**src/rtl/uart_tx_fifo.sv**
```systemverilog
// Transmit byte queue in front of the UART transmitter: buffers bytes in a
// DEPTH-entry FIFO and launches them one at a time via tx_start/tx_busy.
module uart_tx_fifo #(
    parameter int DEPTH = 16,
    parameter int AW    = $clog2(DEPTH)
) (
    input  logic          clk,
    input  logic          rst,
    input  logic [7:0]    wr_data,
    input  logic          wr_en,
    input  logic          flush,
    input  logic          tx_en,
    output logic          full,
    output logic          empty,
    output logic [AW:0]   count,
    output logic          overflow,
    output logic [7:0]    tx_data,
    output logic          tx_start,
    input  logic          tx_busy
);

    typedef enum logic [1:0] {
        IDLE,
        LAUNCH,
        WAIT_BUSY,
        WAIT_DONE
    } state_t;

    localparam logic [AW:0]   CNT_ONE  = (AW+1)'(1);
    localparam logic [AW:0]   CNT_FULL = (AW+1)'(DEPTH);
    localparam logic [AW-1:0] PTR_ONE  = AW'(1);

    logic [7:0]    mem [DEPTH];
    logic [AW-1:0] wr_ptr_reg;
    logic [AW-1:0] rd_ptr_reg;
    logic [AW:0]   count_reg;
    logic [AW:0]   count_next;
    logic          overflow_reg;
    logic [7:0]    tx_data_reg;
    logic          tx_start_reg;
    logic [1:0]    guard_reg;
    state_t        state_reg;

    logic full_w;
    logic empty_w;
    logic wr_accept;
    logic launch;

    assign full_w  = (count_reg == CNT_FULL);
    assign empty_w = (count_reg == '0);

    // Flush wins over both the write and the launch in the same cycle.
    assign wr_accept = wr_en && !full_w && !flush;
    assign launch    = (state_reg == IDLE) && tx_en && !empty_w && !tx_busy && !flush;

    always_comb begin
        count_next = count_reg;
        if (flush) begin
            count_next = '0;
        end else begin
            case ({wr_accept, launch})
                2'b10:   count_next = count_reg + CNT_ONE;
                2'b01:   count_next = count_reg - CNT_ONE;
                default: count_next = count_reg;
            endcase
        end
    end

    // Storage array kept free of reset so it maps onto RAM.
    always_ff @(posedge clk) begin
        if (wr_accept) begin
            mem[wr_ptr_reg] <= wr_data;
        end
    end

    always_ff @(posedge clk or posedge rst) begin
        if (rst) begin
            wr_ptr_reg   <= '0;
            rd_ptr_reg   <= '0;
            count_reg    <= '0;
            overflow_reg <= 1'b0;
        end else begin
            count_reg    <= count_next;
            overflow_reg <= wr_en && full_w && !flush;
            if (flush) begin
                wr_ptr_reg <= '0;
                rd_ptr_reg <= '0;
            end else begin
                if (wr_accept) begin
                    wr_ptr_reg <= wr_ptr_reg + PTR_ONE;
                end
                if (launch) begin
                    rd_ptr_reg <= rd_ptr_reg + PTR_ONE;
                end
            end
        end
    end

    // Drain FSM; a transmitter that never raises busy is timed out after
    // three WAIT_BUSY cycles and the byte counts as sent.
    always_ff @(posedge clk or posedge rst) begin
        if (rst) begin
            state_reg    <= IDLE;
            guard_reg    <= 2'd0;
            tx_start_reg <= 1'b0;
            tx_data_reg  <= 8'h00;
        end else begin
            case (state_reg)
                IDLE: begin
                    if (launch) begin
                        tx_data_reg  <= mem[rd_ptr_reg];
                        tx_start_reg <= 1'b1;
                        state_reg    <= LAUNCH;
                    end
                end
                LAUNCH: begin
                    tx_start_reg <= 1'b0;
                    guard_reg    <= 2'd0;
                    state_reg    <= WAIT_BUSY;
                end
                WAIT_BUSY: begin
                    if (tx_busy) begin
                        state_reg <= WAIT_DONE;
                    end else if (guard_reg == 2'd2) begin
                        state_reg <= IDLE;
                    end else begin
                        guard_reg <= guard_reg + 2'd1;
                    end
                end
                WAIT_DONE: begin
                    if (!tx_busy) begin
                        state_reg <= IDLE;
                    end
                end
                default: begin
                    state_reg    <= IDLE;
                    tx_start_reg <= 1'b0;
                end
            endcase
        end
    end

    assign full     = full_w;
    assign empty    = empty_w;
    assign count    = count_reg;
    assign overflow = overflow_reg;
    assign tx_data  = tx_data_reg;
    assign tx_start = tx_start_reg;

endmodule

```
**config.mk**
```make
export PLATFORM = sky130hd
export DESIGN_NAME = uart_tx_fifo
export DESIGN_NICKNAME = d
export VERILOG_FILES = /design/src/rtl/uart_tx_fifo.sv
export SDC_FILE = /design/constraint.sdc
export NUM_CORES = 1
export LEC_CHECK = 0
export CAP_MARGIN = 20
export CORE_ASPECT_RATIO = 0.7
export CORE_UTILIZATION = 60
export DETAILED_ROUTE_END_ITERATION = 7
export PLACE_DENSITY = 0.77
export SYNTH_ARGS = -nofsm -noshare
export SYNTH_HDL_FRONTEND = slang
export SYNTH_SLANG_ARGS = --single-unit
```
**constraint.sdc**
```tcl
create_clock -name clk -period 4.9 [get_ports clk]
set_input_delay 0.735 -clock clk [delete_from_list [all_inputs] [get_ports clk]]
set_output_delay 0.735 -clock clk [all_outputs]
set_load 0.01 [all_outputs]
```
---- Word-level counts from Yosys, hierarchy flattened ----
Memories as Yosys holds them, arrays and structs flattened. A register that Yosys moved wholly into a read port is not among the register bits.
Index checks and enable logic that the tools add are counted.
word-level totals
  register bits ........................... 19
  RAM bits ................................ 128
  input bits .............................. 14
  output and inout bits ................... 17
  word-level logic and storage cells ...... 66
  memories kept ........................... 1
memories
  memory  depth  bits a word  read ports  clocked after memory_dff  write ports  line  text
  mem     16     8            1           1                         1            33    logic [7:0] mem [DEPTH];
cells by class
  add/sub/neg operators ................... 5
  eq/ne operators ......................... 12
  mux-type cells .......................... 18
  reduce and logical (&&, ||, !) cells .... 23
operators with widths
  operator                                                             number
  4-bit two-way mux                                                    4
  2-bit two-way mux                                                    6
  5-bit case mux with 2 select lines                                   1
  4-bit by 1-bit adder with 4-bit output (second input constant)       2
  2-bit == test (second input constant)                                4
  1-bit logical AND                                                    8
  2-bit != test (second input constant)                                4
  2-bit case mux with 4 select lines                                   1
  2-bit nonzero test                                                   4
  3-bit AND reduction                                                  2
  5-bit by 1-bit adder with 5-bit output (second input constant)       1
  5-bit == test (second input constant)                                1
  5-bit zero test                                                      1
  5-bit two-way mux                                                    1
  5-bit by 1-bit subtractor with 5-bit output (second input constant)  1
  2-bit by 1-bit == test with 1-bit output (second input constant)     2
  1-bit zero test                                                      4
  2-bit case mux with 2 select lines                                   1
  2-bit AND reduction                                                  2
  1-bit two-way mux                                                    3
  3-bit != test (second input constant)                                1
  3-bit nonzero test                                                   1
  2-bit by 1-bit adder with 2-bit output (second input constant)       1
  2-bit zero test                                                      1
  1-bit case mux with 2 select lines                                   1

---- Longest topological paths before layout ----
  depth in word-level cells ............... 8
  mapped depth ............................ 12
  depth with buffers taken out ............ 11

---- Least setup slack after synthesis ----
Ideal clock, no wire load.
  kind .................................... reg2reg
  start ................................... reg count_reg[0], in the netlist count[0]
  end ..................................... reg count_reg[4], in the netlist count[4]
  library setup time ...................... 0.133 ns
  data arrival time ....................... 2.529 ns
  required time ........................... 4.767 ns
  path slack .............................. 2.238 ns
  cell stages (with the launch flop) ...... 12
  buffers on the path ..................... 0
  clock period less this slack ............ 2.662 ns
  path through ............................ dfrtp_1 or4_4 o21ai_4 nor2_1 nand2_1 inv_1 ha_1 nor2b_1 o21a_1 nor4_1 o21ai_0 nor3b_1
between the ends
  cells in the longest elaborated chain, start to end .. 8
  elaborated cells on any way between the ends .. 16
  those cells by class .................... 2 x add/sub; 3 x eq/ne; 2 x mux; 9 x reduce/logical
RTL lines
  item                                                                       line  text
  start, declared                                                            36    logic [AW:0] count_reg;
  start signal, assigned                                                     83    count_reg <= count_next;
  5-bit zero test                                                            50    assign empty_w = (count_reg == '0);
  1-bit zero test                                                            54    assign launch = (state_reg == IDLE) && tx_en && !empty_w && !tx_busy && !flush;
  1-bit logical AND (3 in series)                                            54
  2-bit by 1-bit == test with 1-bit output or 2-bit == test (tied branches)  61    case ({wr_accept, launch})
  5-bit case mux with 2 select lines                                         61
  5-bit two-way mux                                                          58    if (flush) begin
Several ways; a longest one is shown, not always the timed one.
A chain may end at the register's enable or synchronous reset.

---- Worst setup path after layout ----
Ends and elaborated chain as after synthesis.

==> results by group <==
Critical path
  – Highest-delay cell along the critical path: sky130_fd_sc_hd__or4_4
  – Maximum net fanout on the critical path: 7
  – Setup slack of the worst register-to-register path: 1790 ps
  – Cell Chain, Critical Path: or4_4 > o21ai_0 > nand2_1 > inv_1 > ha_1 > nor2b_1 > o21a_1 > nor4_1 > o21ai_0 > nor3b_1
  – Data arrival, critical path: 3370 ps
  – Data required time at the worst endpoint: 5170 ps
  – CP Launch Point: count[0]
  – Slowest stage delay, CP: 600 ps
  – Startpoint kind of the worst setup timing path: register
  – R2R depth: 10
  – Element type at the critical path end: register
  – Critical R2R Capture: count[4]
  – Count of buffering cells on the critical path with inverters included: 1
  – Crit-path leading delay family: simple AND/OR/NAND/NOR gates
  – CP dominant cell by count: sky130_fd_sc_hd__o21ai_0
  – R2R Path Start: count[0]
  – Kind of critical path: reg -> reg

Pwr
  – Worst vdd ir: 295 uV
  – Reported leakage power: 2.50 nW
  – Power density cells: 430 nW/um^2

Layout
  – Fraction of layout instances using a drive strength above 1: 0.193
  – Area Growth Syn to Fin: 16.2%
  – Number of nets in the finished design: 415
  – Number of diodes: 0
  – Flip-flop count of the largest register after layout: 128

Synthesis
  – Synth Warn #: 0
  – Xor-xnor portion of the synthesized cell area: 0.0136
  – Top cells by area, synth: sky130_fd_sc_hd__edfxtp_1 61%, sky130_fd_sc_hd__mux4_2 11%, sky130_fd_sc_hd__dfrtp_1 11%, sky130_fd_sc_hd__mux2i_1 2.8%, sky130_fd_sc_hd__ha_1 1.8%
  – Post-synthesis compound-gate area fraction: 0.0328
  – Count of flip-flops with a built-in enable after synthesis: 128
  – Most numerous cell in the Yosys netlist: sky130_fd_sc_hd__edfxtp_1
  – Simple-gate portion of the synthesized area: 0.0583
  – List of most frequent post-synthesis cells: 128 x sky130_fd_sc_hd__edfxtp_1, 32 x sky130_fd_sc_hd__mux4_2, 29 x sky130_fd_sc_hd__nor2_1, 27 x sky130_fd_sc_hd__dfrtp_1, 26 x sky130_fd_sc_hd__nand2_1
  – Post-Synthesis Cells: 352
  – Largest area contributor in the netlist: sky130_fd_sc_hd__edfxtp_1
  – Top-area cell type share of the netlist area: 0.607
  – Share of the yosys chip area belonging to registers: 0.714
  – Top flip-flop cell by instance count after synthesis: sky130_fd_sc_hd__edfxtp_1
  – Synth async-reset ratio: 0.174
  – Combinational family with the most area after synthesis: multiplexers
  – Net count after synthesis: 376
  – Synthesized cell area: 6330 sq um
  – Count of different cell masters after synthesis: 40
  – Multiplexer share of the synthesized area: 0.142
  – Synthesized area per cell: 18.0 sq um
  – Flip-flop and latch count after synthesis: 155
  – Adder and majority gate portion of the synthesized area: 0.0210

Timing
  – Final Hold Fails: 0
  – Total Negative Setup Slacks: 0 ps
  – Minimum period implied by the final worst setup slack: 3110 ps
  – Slew @ Worst Pin: 1050 ps
  – Final setup violating endpoints: 0
  – Period utilization: 0.634
  – Unrepaired setup endpoints after global routing: no
  – Final Worst Setup Slack: 1790 ps
  – Fmax achieved: 322 MHz
  – Max Clock Skew: 9.64 ps
  – Headroom to the max-slew limit: 0.296
  – Number of max-slew violations in the final report: 0

Floorplanning
  – IO Pins: 31
  – Row cnt: 30
  – Starting density of the core: 0.634
  – Die Area: 11,000 sq um
  – Vertical die dimension: 87.9 microns
  – Die span in x: 125 microns
  – CORE AREA: 9980 sq um

Route
  – Number of vias per cell: 6.15
  – Total routed wirelength: 12,300 microns
  – Remaining antenna violation count after routing: 0
  – Number of DRC violations after detailed routing: 4
  – Routed via count: 3,271
  – Number of optimization iterations in the first detailed-route pass: 6
  – Routed length per instance: 23.1 microns
  – Number of DRC markers after the initial detailed-route iteration: 307

Clocking
  – Skew-Pair Late Insertion Delay: 410 ps
  – Number of post-CTS setup repair buffers: 0
  – Number of buffers added to fix hold violations after cts: 0
  – Clk Tree Root Cell: sky130_fd_sc_hd__clkbuf_16
  – Count of H-tree levels built during CTS: 4
  – CTS max path bufs: 2
  – CTS tree: yes
  – CTS Sinks: 155
  – Worst-path clk slew: 60 ps
  – Number of buffers created by CTS: 17
  – Number of resized instances in the post-cts repair step: 0

Status
  – Violated checks: design-rule violations
  – Status: complete, but fails checks

Global routing
  – Via count of the first global-routing pass: 3,350
  – GRT Residual Overflow: 0
  – Wire length of the first global-routing pass: 19,100 microns
  – Pin count of the biggest net entering global routing: 35
  – Antenna violations before repair: 0
  – GRT Overall Usage: 0.251

Placement
  – Number of buffers added on ports: 30
  – Final weighted congestion in routability-driven placement: 0.806
  – Post-Place Worst Slack: 1470 ps
  – Half-perimeter wire length of the detailed placement result: 7700 microns

Worst hold path
  – Worst hold path class: reg -> reg
  – Worst hold path endpoint: tx_data[3]
  – Hold-critical path depth: 2
  – Min-delay src: tx_data[3]

Job
  – Max-Cap Viols: 0
## area by class of cell
cell class                 instances  area [sq um]
multi-input combinational        172          1700
clock buffer                      23           510
inverter                           8          30.0
sequential                       155          4520
timing repair buffer              37           353
fill                             597          2630
clock inverter                     9          80.1
tap                              128           160
## worst min-delay path, delay by kind of cell (launching register included)
family             cells  cell delay, ps
DFF                    1             340
and+or+nand+nor        1              50
AOI/OAI and AO/OA      1              60
## worst max path at each step
stage / end / slack (ps) / cells past startpoint
after detailed placement: count[4] / 1470 / 12
after floorplan: count[4] / 2240 / 11
after global routing: count[4] / 1640 / 10
after CTS: count[4] / 1850 / 10
after global placement: count[4] / 1610 / 12
final: count[4] / 1790 / 10
## layer usage
layer / routed length (microns) / part of all wire / global-route usage / vias up
met1: 5490 / 0.45 / 0.353 / 1698
met5: 0 / 0 / 0 / -
met3: 779 / 0.063 / 0.0782 / 10
met2: 5950 / 0.48 / 0.394 / 109
met4: 87 / 0.0071 / 0.0629 / 0
li1: - / - / - / 1454
## layout by cell type, fill, tap and decap left out, types with 7 or more instances in the layout
cell type	netlist	routed
sky130_fd_sc_hd__buf_4	2	7
sky130_fd_sc_hd__clkbuf_16	0	19
sky130_fd_sc_hd__clkdlybuf4s50_1	0	30
sky130_fd_sc_hd__dfrtp_1	27	26
sky130_fd_sc_hd__edfxtp_1	128	128
sky130_fd_sc_hd__ha_1	9	9
sky130_fd_sc_hd__inv_1	8	8
sky130_fd_sc_hd__mux2i_1	18	18
sky130_fd_sc_hd__mux4_2	32	32
sky130_fd_sc_hd__nand2_1	26	26
sky130_fd_sc_hd__nor2_1	29	29
sky130_fd_sc_hd__o221ai_1	8	8
## power breakdown
| part | total, W | internal, W | switching [W] |
|---|---|---|---|
| logic | 0.000333 | 0.000173 | 0.000160 |
| registers | 0.00155 | 0.00149 | 0.0000579 |
| clock network | 0.00128 | 0.000785 | 0.000497 |
## through the flow
step                cell area [sq um]  power (W)  hold WS, ps   util  cells
floorplan                        6330    0.00175          493      -    352
global placement                 6760    0.00189          461  0.677    500
detailed placement               6760    0.00190          482  0.677    500
CTS                              7350    0.00318          495  0.736    532
global route                     7350    0.00327          504  0.736    532
finish                           7350    0.00316          491  0.736    532
## cell families (layout without fill, tap and decap cells)
kind of cell | after synthesis | after routing
multiplexers | 50 | 50
flip-flops | 155 | 155
AO/OA/AOI/OAI | 26 | 26
XOR/XNOR | 9 | 9
buffers and inverters | 25 | 77
AND/OR/NAND/NOR | 77 | 77
adder cells (fa/ha/maj) | 10 | 10
Note: power is estimated with default switching activity, not from simulation.
